<file path="config.mk">
export PLATFORM = sky130hd
export DESIGN_NAME = traffic_phase_timer_flat
export DESIGN_NICKNAME = d
export VERILOG_FILES = /design/src/rtl/traffic_phase_timer_if.sv /design/src/rtl/traffic_phase_timer.sv /design/src/flat_wrapper.sv
export SDC_FILE = /design/constraint.sdc
export NUM_CORES = 1
export LEC_CHECK = 0
export CORE_MARGIN = 1.5
export CORE_UTILIZATION = 42
export DETAILED_ROUTE_END_ITERATION = 8
export PLACE_DENSITY = 0.68
export RECOVER_POWER = 50
export REMOVE_ABC_BUFFERS = 1
export SYNTH_ARGS = -nofsm -noshare
export SYNTH_HDL_FRONTEND = slang
export SYNTH_SLANG_ARGS = --single-unit
</file>
<file path="constraint.sdc">
create_clock -name clk -period 2.7 [get_ports clk]
set_input_delay 0.27 -clock clk [delete_from_list [all_inputs] [get_ports clk]]
set_output_delay 0.27 -clock clk [all_outputs]
set_load 0.1 [all_outputs]
</file>
<file path="src/rtl/traffic_phase_timer_if.sv">
// Request/response bundle between traffic_lights and the phase timer.
// The controller side is master; the timer side is slave.
interface traffic_phase_timer_if #(
  parameter int CNT_W = 8
);
  logic             short_counter;
  logic             long_counter;
  logic             i_hold;
  logic             counter_done;
  logic             o_busy;
  logic             o_active_long;
  logic [CNT_W-1:0] o_remaining;

  modport master (
    output short_counter,
    output long_counter,
    output i_hold,
    input  counter_done,
    input  o_busy,
    input  o_active_long,
    input  o_remaining
  );

  modport slave (
    input  short_counter,
    input  long_counter,
    input  i_hold,
    output counter_done,
    output o_busy,
    output o_active_long,
    output o_remaining
  );
endinterface

</file>
<file path="src/rtl/traffic_phase_timer.sv">
// Phase-duration timer: times short/long phases in prescaled ticks
// and pulses counter_done on expiry; supports hold and abort.
module traffic_phase_timer #(
  parameter int SHORT_CYCLES = 15,
  parameter int LONG_CYCLES  = 63,
  parameter int TICK_DIV     = 1,
  parameter int CNT_W        = 8
) (
  input logic                   clk,
  input logic                   rst_n,
  traffic_phase_timer_if.slave  bus
);

  localparam int PW = (TICK_DIV > 1) ? $clog2(TICK_DIV) : 1;

  localparam logic [PW-1:0]    PRE_MAX  = PW'(TICK_DIV - 1);
  localparam logic [CNT_W-1:0] LONG_LD  = CNT_W'(LONG_CYCLES - 1);
  localparam logic [CNT_W-1:0] SHORT_LD = CNT_W'(SHORT_CYCLES - 1);

  typedef enum logic [1:0] {
    IDLE = 2'd0,
    RUN  = 2'd1,
    DONE = 2'd2
  } state_t;

  state_t           state;
  state_t           state_nx;
  logic [PW-1:0]    presc;
  logic [PW-1:0]    presc_nx;
  logic [CNT_W-1:0] rem;
  logic [CNT_W-1:0] rem_nx;
  logic             lng;
  logic             lng_nx;
  logic             busy;
  logic             busy_nx;
  logic             done;
  logic             done_nx;

  logic req_any;
  logic req_act;
  logic abort;
  logic tick;
  logic expire;

  assign req_any = bus.long_counter | bus.short_counter;
  assign req_act = lng ? bus.long_counter
                       : bus.short_counter;
  assign abort   = (state == RUN) && !req_act;
  assign tick    = (state == RUN) && !bus.i_hold
                && (presc == PRE_MAX);
  assign expire  = tick && (rem == '0);

  always_ff @(posedge clk or negedge rst_n) begin
    if (!rst_n) begin
      state <= IDLE;
    end else begin
      state <= state_nx;
    end
  end

  // Abort outranks an expiring tick in the same cycle.
  always_comb begin
    state_nx = state;
    unique case (state)
      IDLE: if (req_any) state_nx = RUN;
      RUN: begin
        if (abort)       state_nx = IDLE;
        else if (expire) state_nx = DONE;
      end
      DONE:    state_nx = IDLE;
      default: state_nx = IDLE;
    endcase
  end

  always_comb begin
    presc_nx = presc;
    rem_nx   = rem;
    lng_nx   = lng;
    busy_nx  = busy;
    done_nx  = 1'b0;
    unique case (state)
      IDLE: begin
        presc_nx = '0;
        rem_nx   = '0;
        lng_nx   = 1'b0;
        busy_nx  = 1'b0;
        priority case (1'b1)
          bus.long_counter: begin
            rem_nx  = LONG_LD;
            lng_nx  = 1'b1;
            busy_nx = 1'b1;
          end
          bus.short_counter: begin
            rem_nx  = SHORT_LD;
            lng_nx  = 1'b0;
            busy_nx = 1'b1;
          end
          default: ;
        endcase
      end
      RUN: begin
        if (abort) begin
          presc_nx = '0;
          rem_nx   = '0;
          lng_nx   = 1'b0;
          busy_nx  = 1'b0;
        end else if (!bus.i_hold) begin
          if (tick) begin
            presc_nx = '0;
            if (rem == '0) begin
              done_nx = 1'b1;
              busy_nx = 1'b0;
            end else begin
              rem_nx = rem - CNT_W'(1);
            end
          end else begin
            presc_nx = presc + PW'(1);
          end
        end
      end
      DONE: begin
        presc_nx = '0;
        rem_nx   = '0;
        lng_nx   = 1'b0;
        busy_nx  = 1'b0;
      end
      default: begin
        presc_nx = '0;
        rem_nx   = '0;
        lng_nx   = 1'b0;
        busy_nx  = 1'b0;
      end
    endcase
  end

  always_ff @(posedge clk or negedge rst_n) begin
    if (!rst_n) begin
      presc <= '0;
      rem   <= '0;
      lng   <= 1'b0;
      busy  <= 1'b0;
      done  <= 1'b0;
    end else begin
      presc <= presc_nx;
      rem   <= rem_nx;
      lng   <= lng_nx;
      busy  <= busy_nx;
      done  <= done_nx;
    end
  end

  assign bus.counter_done  = done;
  assign bus.o_busy        = busy;
  assign bus.o_active_long = lng;
  assign bus.o_remaining   = rem;

endmodule

</file>
<file path="src/flat_wrapper.sv">
// flat-port wrapper written by rule: the top's interface ports become plain ports
module traffic_phase_timer_flat 
#(
  parameter int SHORT_CYCLES = 15,
  parameter int LONG_CYCLES  = 63,
  parameter int TICK_DIV     = 1,
  parameter int CNT_W        = 8
)
  (clk, rst_n, bus_short_counter, bus_long_counter, bus_i_hold, bus_counter_done, bus_o_busy, bus_o_active_long, bus_o_remaining);
  traffic_phase_timer_if #(.CNT_W(CNT_W)) bus_i ();
  input logic clk;
  input logic rst_n;
  input wire logic [$bits(bus_i.short_counter)-1:0] bus_short_counter;
  input wire logic [$bits(bus_i.long_counter)-1:0] bus_long_counter;
  input wire logic [$bits(bus_i.i_hold)-1:0] bus_i_hold;
  output wire logic [$bits(bus_i.counter_done)-1:0] bus_counter_done;
  output wire logic [$bits(bus_i.o_busy)-1:0] bus_o_busy;
  output wire logic [$bits(bus_i.o_active_long)-1:0] bus_o_active_long;
  output wire logic [$bits(bus_i.o_remaining)-1:0] bus_o_remaining;
  assign bus_i.short_counter = bus_short_counter;
  assign bus_i.long_counter = bus_long_counter;
  assign bus_i.i_hold = bus_i_hold;
  assign bus_counter_done = bus_i.counter_done;
  assign bus_o_busy = bus_i.o_busy;
  assign bus_o_active_long = bus_i.o_active_long;
  assign bus_o_remaining = bus_i.o_remaining;
  traffic_phase_timer #(.SHORT_CYCLES(SHORT_CYCLES), .LONG_CYCLES(LONG_CYCLES), .TICK_DIV(TICK_DIV), .CNT_W(CNT_W)) u_core (.clk(clk), .rst_n(rst_n), .bus(bus_i));
endmodule
</file>
**Word level (Yosys, flattened, before mapping)**

Cells that the tools add are included.

- Bits in registers: 14
- Input bits: 5
- Output and inout bits: 11
- Word-level logic and storage cells: 60

- $add $sub $neg: 2
- Eq/ne operators: 8
- Muxes and demuxes: 31
- Bitwise gates (word level): 2
- Reduce and logical (&&, ||, !) cells: 11

Operators by type and width:

| cell | count |
|---|---|
| 8-bit two-way mux | 4 |
| 1-bit two-way mux | 18 |
| 8-bit case mux with 2 select lines | 1 |
| 3-bit by 2-bit != test with 1-bit output, second input constant | 3 |
| 8-bit logical NOT | 1 |
| 8-bit by 1-bit subtractor with 8-bit output, second input constant | 1 |
| 2-bit two-way mux | 3 |
| 6-bit two-way mux | 1 |
| 3-bit by 1-bit != test with 1-bit output, second input constant | 2 |
| 3-bit AND reduction | 2 |
| 1-bit logical AND | 4 |
| 4-bit two-way mux | 1 |
| 2-bit by 1-bit != test with 1-bit output, second input constant | 2 |
| 1-bit case mux with 2 select lines | 2 |
| 2-bit case mux with 2 select lines | 1 |
| 2-bit by 1-bit == test with 1-bit output, second input constant | 1 |
| 1-bit logical NOT | 2 |
| 2-bit logical NOT | 1 |
| 2-bit AND reduction | 1 |
| 1-bit adder, second input constant | 1 |
| 1-bit NOT | 1 |
| 1-bit bitwise OR | 1 |

**Logic depth before layout (Yosys ltp)**

- Depth in word-level cells: 7
- Gate-level depth with buffers: 6
- Mapped depth without buffers: 6

**Worst setup path before layout**

No wires, ideal clock.

- Path kind: register to register
- From: register u_core.rem[0] (netlist: u_core.bus.o_remaining[0])
- To: register u_core.rem[4] (netlist: u_core.bus.o_remaining[4])
- Library setup time: 0.131 ns
- Arrival: 2.452 ns
- Required time: 2.569 ns
- Setup slack: 0.117 ns
- Cell stages (with the launch flop): 7
- Path buffers: 0
- Clock period less this slack: 2.583 ns
- Cells stage by stage: dfrtp_1 -> inv_1 -> ha_1 -> nor2b_1 -> a2111o_1 -> o211a_1 -> or3_1

- Cells in the longest elaborated chain, start to end: 6
- Elaborated cells on any way between the ends: 9
- Those cells by class: 1 x add/sub; 1 x eq/ne; 5 x mux; 2 x reduce/logical

Ends and longest elaborated chain:

| element | RTL line | text |
|---|---|---|
| start, declared | traffic_phase_timer.sv:30 | `logic [CNT_W-1:0] rem;` |
| start signal, assigned | traffic_phase_timer.sv:145 | `rem <= rem_nx;` |
| 8-bit by 1-bit subtractor with 8-bit output | traffic_phase_timer.sv:114 | `rem_nx = rem - CNT_W'(1);` |
| 8-bit two-way mux | traffic_phase_timer.sv:110 | `if (rem == '0) begin` |
| 8-bit two-way mux | traffic_phase_timer.sv:108 | `if (tick) begin` |
| 8-bit two-way mux | traffic_phase_timer.sv:107 | `end else if (!bus.i_hold) begin` |
| 8-bit two-way mux | traffic_phase_timer.sv:102 | `if (abort) begin` |
| 8-bit case mux with 2 select lines | traffic_phase_timer.sv:81 | `unique case (state)` |

Several ways; a longest one is shown, not always the timed one. The select of a mux whose other input is x is not followed.
A chain may end at the register's enable or synchronous reset.

**Final worst setup path**

- From: register u_core.state[1]
- To: register u_core.rem[4] (netlist: u_core.bus.o_remaining[4])

- Cells in the longest elaborated chain, start to end: 5
- Elaborated cells on any way between the ends: 11
- Those cells by class: 4 x eq/ne; 2 x mux; 5 x reduce/logical

Ends and longest elaborated chain:

| element | RTL line | text |
|---|---|---|
| start, declared | traffic_phase_timer.sv:26 | `state_t state;` |
| start signal, assigned | traffic_phase_timer.sv:57 | `state <= state_nx;` |
| 2-bit by 1-bit == test with 1-bit output | traffic_phase_timer.sv:48, traffic_phase_timer.sv:49, traffic_phase_timer.sv:81 |  |
| 1-bit logical AND | traffic_phase_timer.sv:49 | `assign tick = (state == RUN) && !bus.i_hold` |
| 1-bit logical AND | traffic_phase_timer.sv:50 | `&& (presc == PRE_MAX);` |
| 3-bit by 1-bit != test with 1-bit output (no source line) | n/a |  |
| 3-bit AND reduction (no source line) | n/a |  |

Several ways; a longest one is shown, not always the timed one.

==> flow_metrics.py <==
metrics = {
    "floorplanning": {
        "rows": 14,
        "coreArea_mm2": 0.00156,
        "io_pins": 16,
        "die-area_mm2": 0.00197,
        "die_h_um": 44.4,
        "die_x_um": 44.4,
        "initial_utilization_pct": 46.1,
    },
    "synthesis": {
        "yosysSeqAreaShare_pct": 48.7,
        "syn_inst": 75,
        "yosys-top-cells-area": "dfrtp_1 (49%), o21ai_0 (4.9%), nor3b_1 (4.2%)",
        "synth_top_area_cell": "dfrtp_1",
        "ys_ff_latch": 14,
        "yosysMostFrequentCell": "dfrtp_1",
        "synth_edf_count": 0,
        "ys_types": 30,
        "synth_warnings": 0,
        "synthFlopType": "dfrtp_1",
        "syn_area_um2": 719,
        "async_flop_share_pct": 100,
        "synth_top_area_share_pct": 48.7,
        "syn_area_per_cell_um2": 9.59,
        "synth_common_cells": "dfrtp_1 (14), o21ai_0 (7), nand2_1 (5), nor2_1 (5)",
    },
    "placed_design": {
        "placement.cell_area_um2": 856,
        "place.gp.congestion": 0.772,
        "dp_hpwl_um": 1060,
        "io_buffers": 15,
    },
    "grt": {
        "antenna_found_initial": 0,
        "grt_pass1_vias": 540,
        "grt_usage_pct": 17.4,
        "grt_start_max_net_pins": 15,
        "overflow": 0,
        "grt_first_pass_wirelength_um": 2450,
    },
    "worst_setup_path": {
        "worst_r2r_path_depth": 4,
        "path_class": "register to register",
        "cp-startpoint": "u_core.state[1]",
        "required_ns": 2.86,
        "regToRegSetupSlack_ns": 0.57,
        "crit_path_start_kind": "register",
        "worstReg2RegStart": "u_core.state[1]",
        "rr_endpoint": "u_core.bus.o_remaining[4]",
        "worstPathMaxFanout": 7,
        "cp_data_arrival_time_ns": 2.29,
        "end_kind": "register",
    },
    "timing": {
        "finalSetupTns_ns": 0,
        "finalHoldViolations": 0,
        "rsz0062_at_grt": "false",
        "tightestPinTransition_ns": 1.16,
        "finalSetupViolCount": 0,
        "max_freq_mhz": 468,
        "period_needed_ns": 2.13,
        "fin_crit_sh_pct": 79.1,
        "clock_skew_ns": 0.00198,
        "relSlewSlack_pct": 23.2,
        "maxSlewViolCount": 0,
    },
    "detailed_routing": {
        "firstDrtPassIters": 6,
        "drc": 0,
        "ant_nets": 0,
        "drt-vias-per-instance": 5.56,
        "vias": 595,
        "drtIter0Drc": 8,
        "wire_per_inst_um": 13.4,
        "wirelength_um": 1440,
    },
    "clock_tree": {
        "cts_buffers": 3,
        "cts_tree": "yes",
        "path_clk_slew_ns": 0.08,
        "root_buffer": "clkbuf_4",
        "htreeDepth": 1,
        "cts.path.max_buffers": 2,
        "clk_latency_ns": 0.28,
        "ctsHoldBuffers": 0,
        "clock_sinks": 14,
        "cts_resized": 0,
        "post_cts_buffers": 0,
    },
    "finish": {
        "synthToLayoutAreaGrowth_pct": 20.0,
        "num_antenna_cells": 0,
        "nets": 100,
        "fin_util_pct": 55.4,
        "final_area_um2": 863,
        "n_fill_cell": 149,
        "drive_above_1_share_pct": 13.2,
    },
    "flow_run": {
        "maxCapViolations": 0,
    },
    "hold_path": {
        "worst_hold_path_type": "input pin to async pin",
    },
    "run_status": {
        "status": "finished, final reports clean",
    },
}
[worst max path at each step]
stage / end / cells after the start / slack [ns]
after floorplan: u_core.bus.o_remaining[4] / 6 / 0.12
after global placement: u_core.bus.o_remaining[4] / 5 / 0.35
after detailed placement: u_core.bus.o_remaining[4] / 5 / 0.33
after CTS: u_core.bus.o_remaining[4] / 4 / 0.57
after global routing: u_core.bus.o_remaining[4] / 4 / 0.49
final: u_core.bus.o_remaining[4] / 4 / 0.57
[registers in the layout (all words and copies together) (netlist names)]
register and count:
u_core.bus.o_busy 1, u_core.presc 1, u_core.bus.counter_done 1, u_core.bus.o_active_long 1, u_core.bus.o_remaining 8, u_core.state 2
[routing by layer]
metal / up-vias / GRT usage [%] / wire length (um)
met5: - / 0 / 0
li1: 305 / - / -
met2: 13 / 24.4 / 607
met1: 272 / 25.1 / 743
met4: 0 / 10.9 / 34
met3: 5 / 2.45 / 51
[cells by family (layout without fill, tap and decap cells)]
group,Yosys count,count (layout),share of synthesized area [%]
AND/OR/NAND/NOR,34,34,27.1
AO/OA/AOI/OAI,15,15,12.9
flip-flops,14,14,48.7
buffers and inverters,7,23,4.00
adder cells (fa/ha/maj),2,2,3.48
XOR/XNOR,2,2,2.44
multiplexers,1,1,1.39
[cell usage in the layout, fill, tap and decap left out, types with 2 or more instances in the layout]
master,n
a21oi_1,3
buf_4,8
clkbuf_1,4
clkbuf_4,3
clkdlybuf4s50_1,3
dfrtp_1,14
ha_1,2
inv_1,4
nand2_1,5
nand3_1,3
nor2_1,5
nor2b_1,2
nor3_1,4
nor3b_1,4
nor4_1,2
o21ai_0,7
or3_1,3
[worst max-delay path: stages (launching register included)]
cell,delay [ns]
dfrtp_1,0.45
or4b_1,0.64
a2111o_1,0.38
o211a_1,0.22
or3_1,0.34
[through the flow]
step                      cells  hold WS (ns)  worst slack (ns)
after global placement      104         0.524             0.350
final                       107         0.437             0.565
after global routing        107         0.520             0.487
after floorplan              72       -0.0256             0.117
after CTS                   107         0.404             0.570
after detailed placement    104         0.538             0.330
[cell type report]
type	instances	area [um^2]	area share (%)
Sequential cell	14	350	40.6
Multi-Input combinational cell	54	340	39.4
Timing Repair Buffer	16	115	13.3
Clock buffer	3	22.5	2.61
Tap cell	16	20.0	2.32
Inverter	4	15.0	1.74
Power is not shown: default switching activity piles up to over one toggle a cycle in this logic, so the estimate is an artifact.
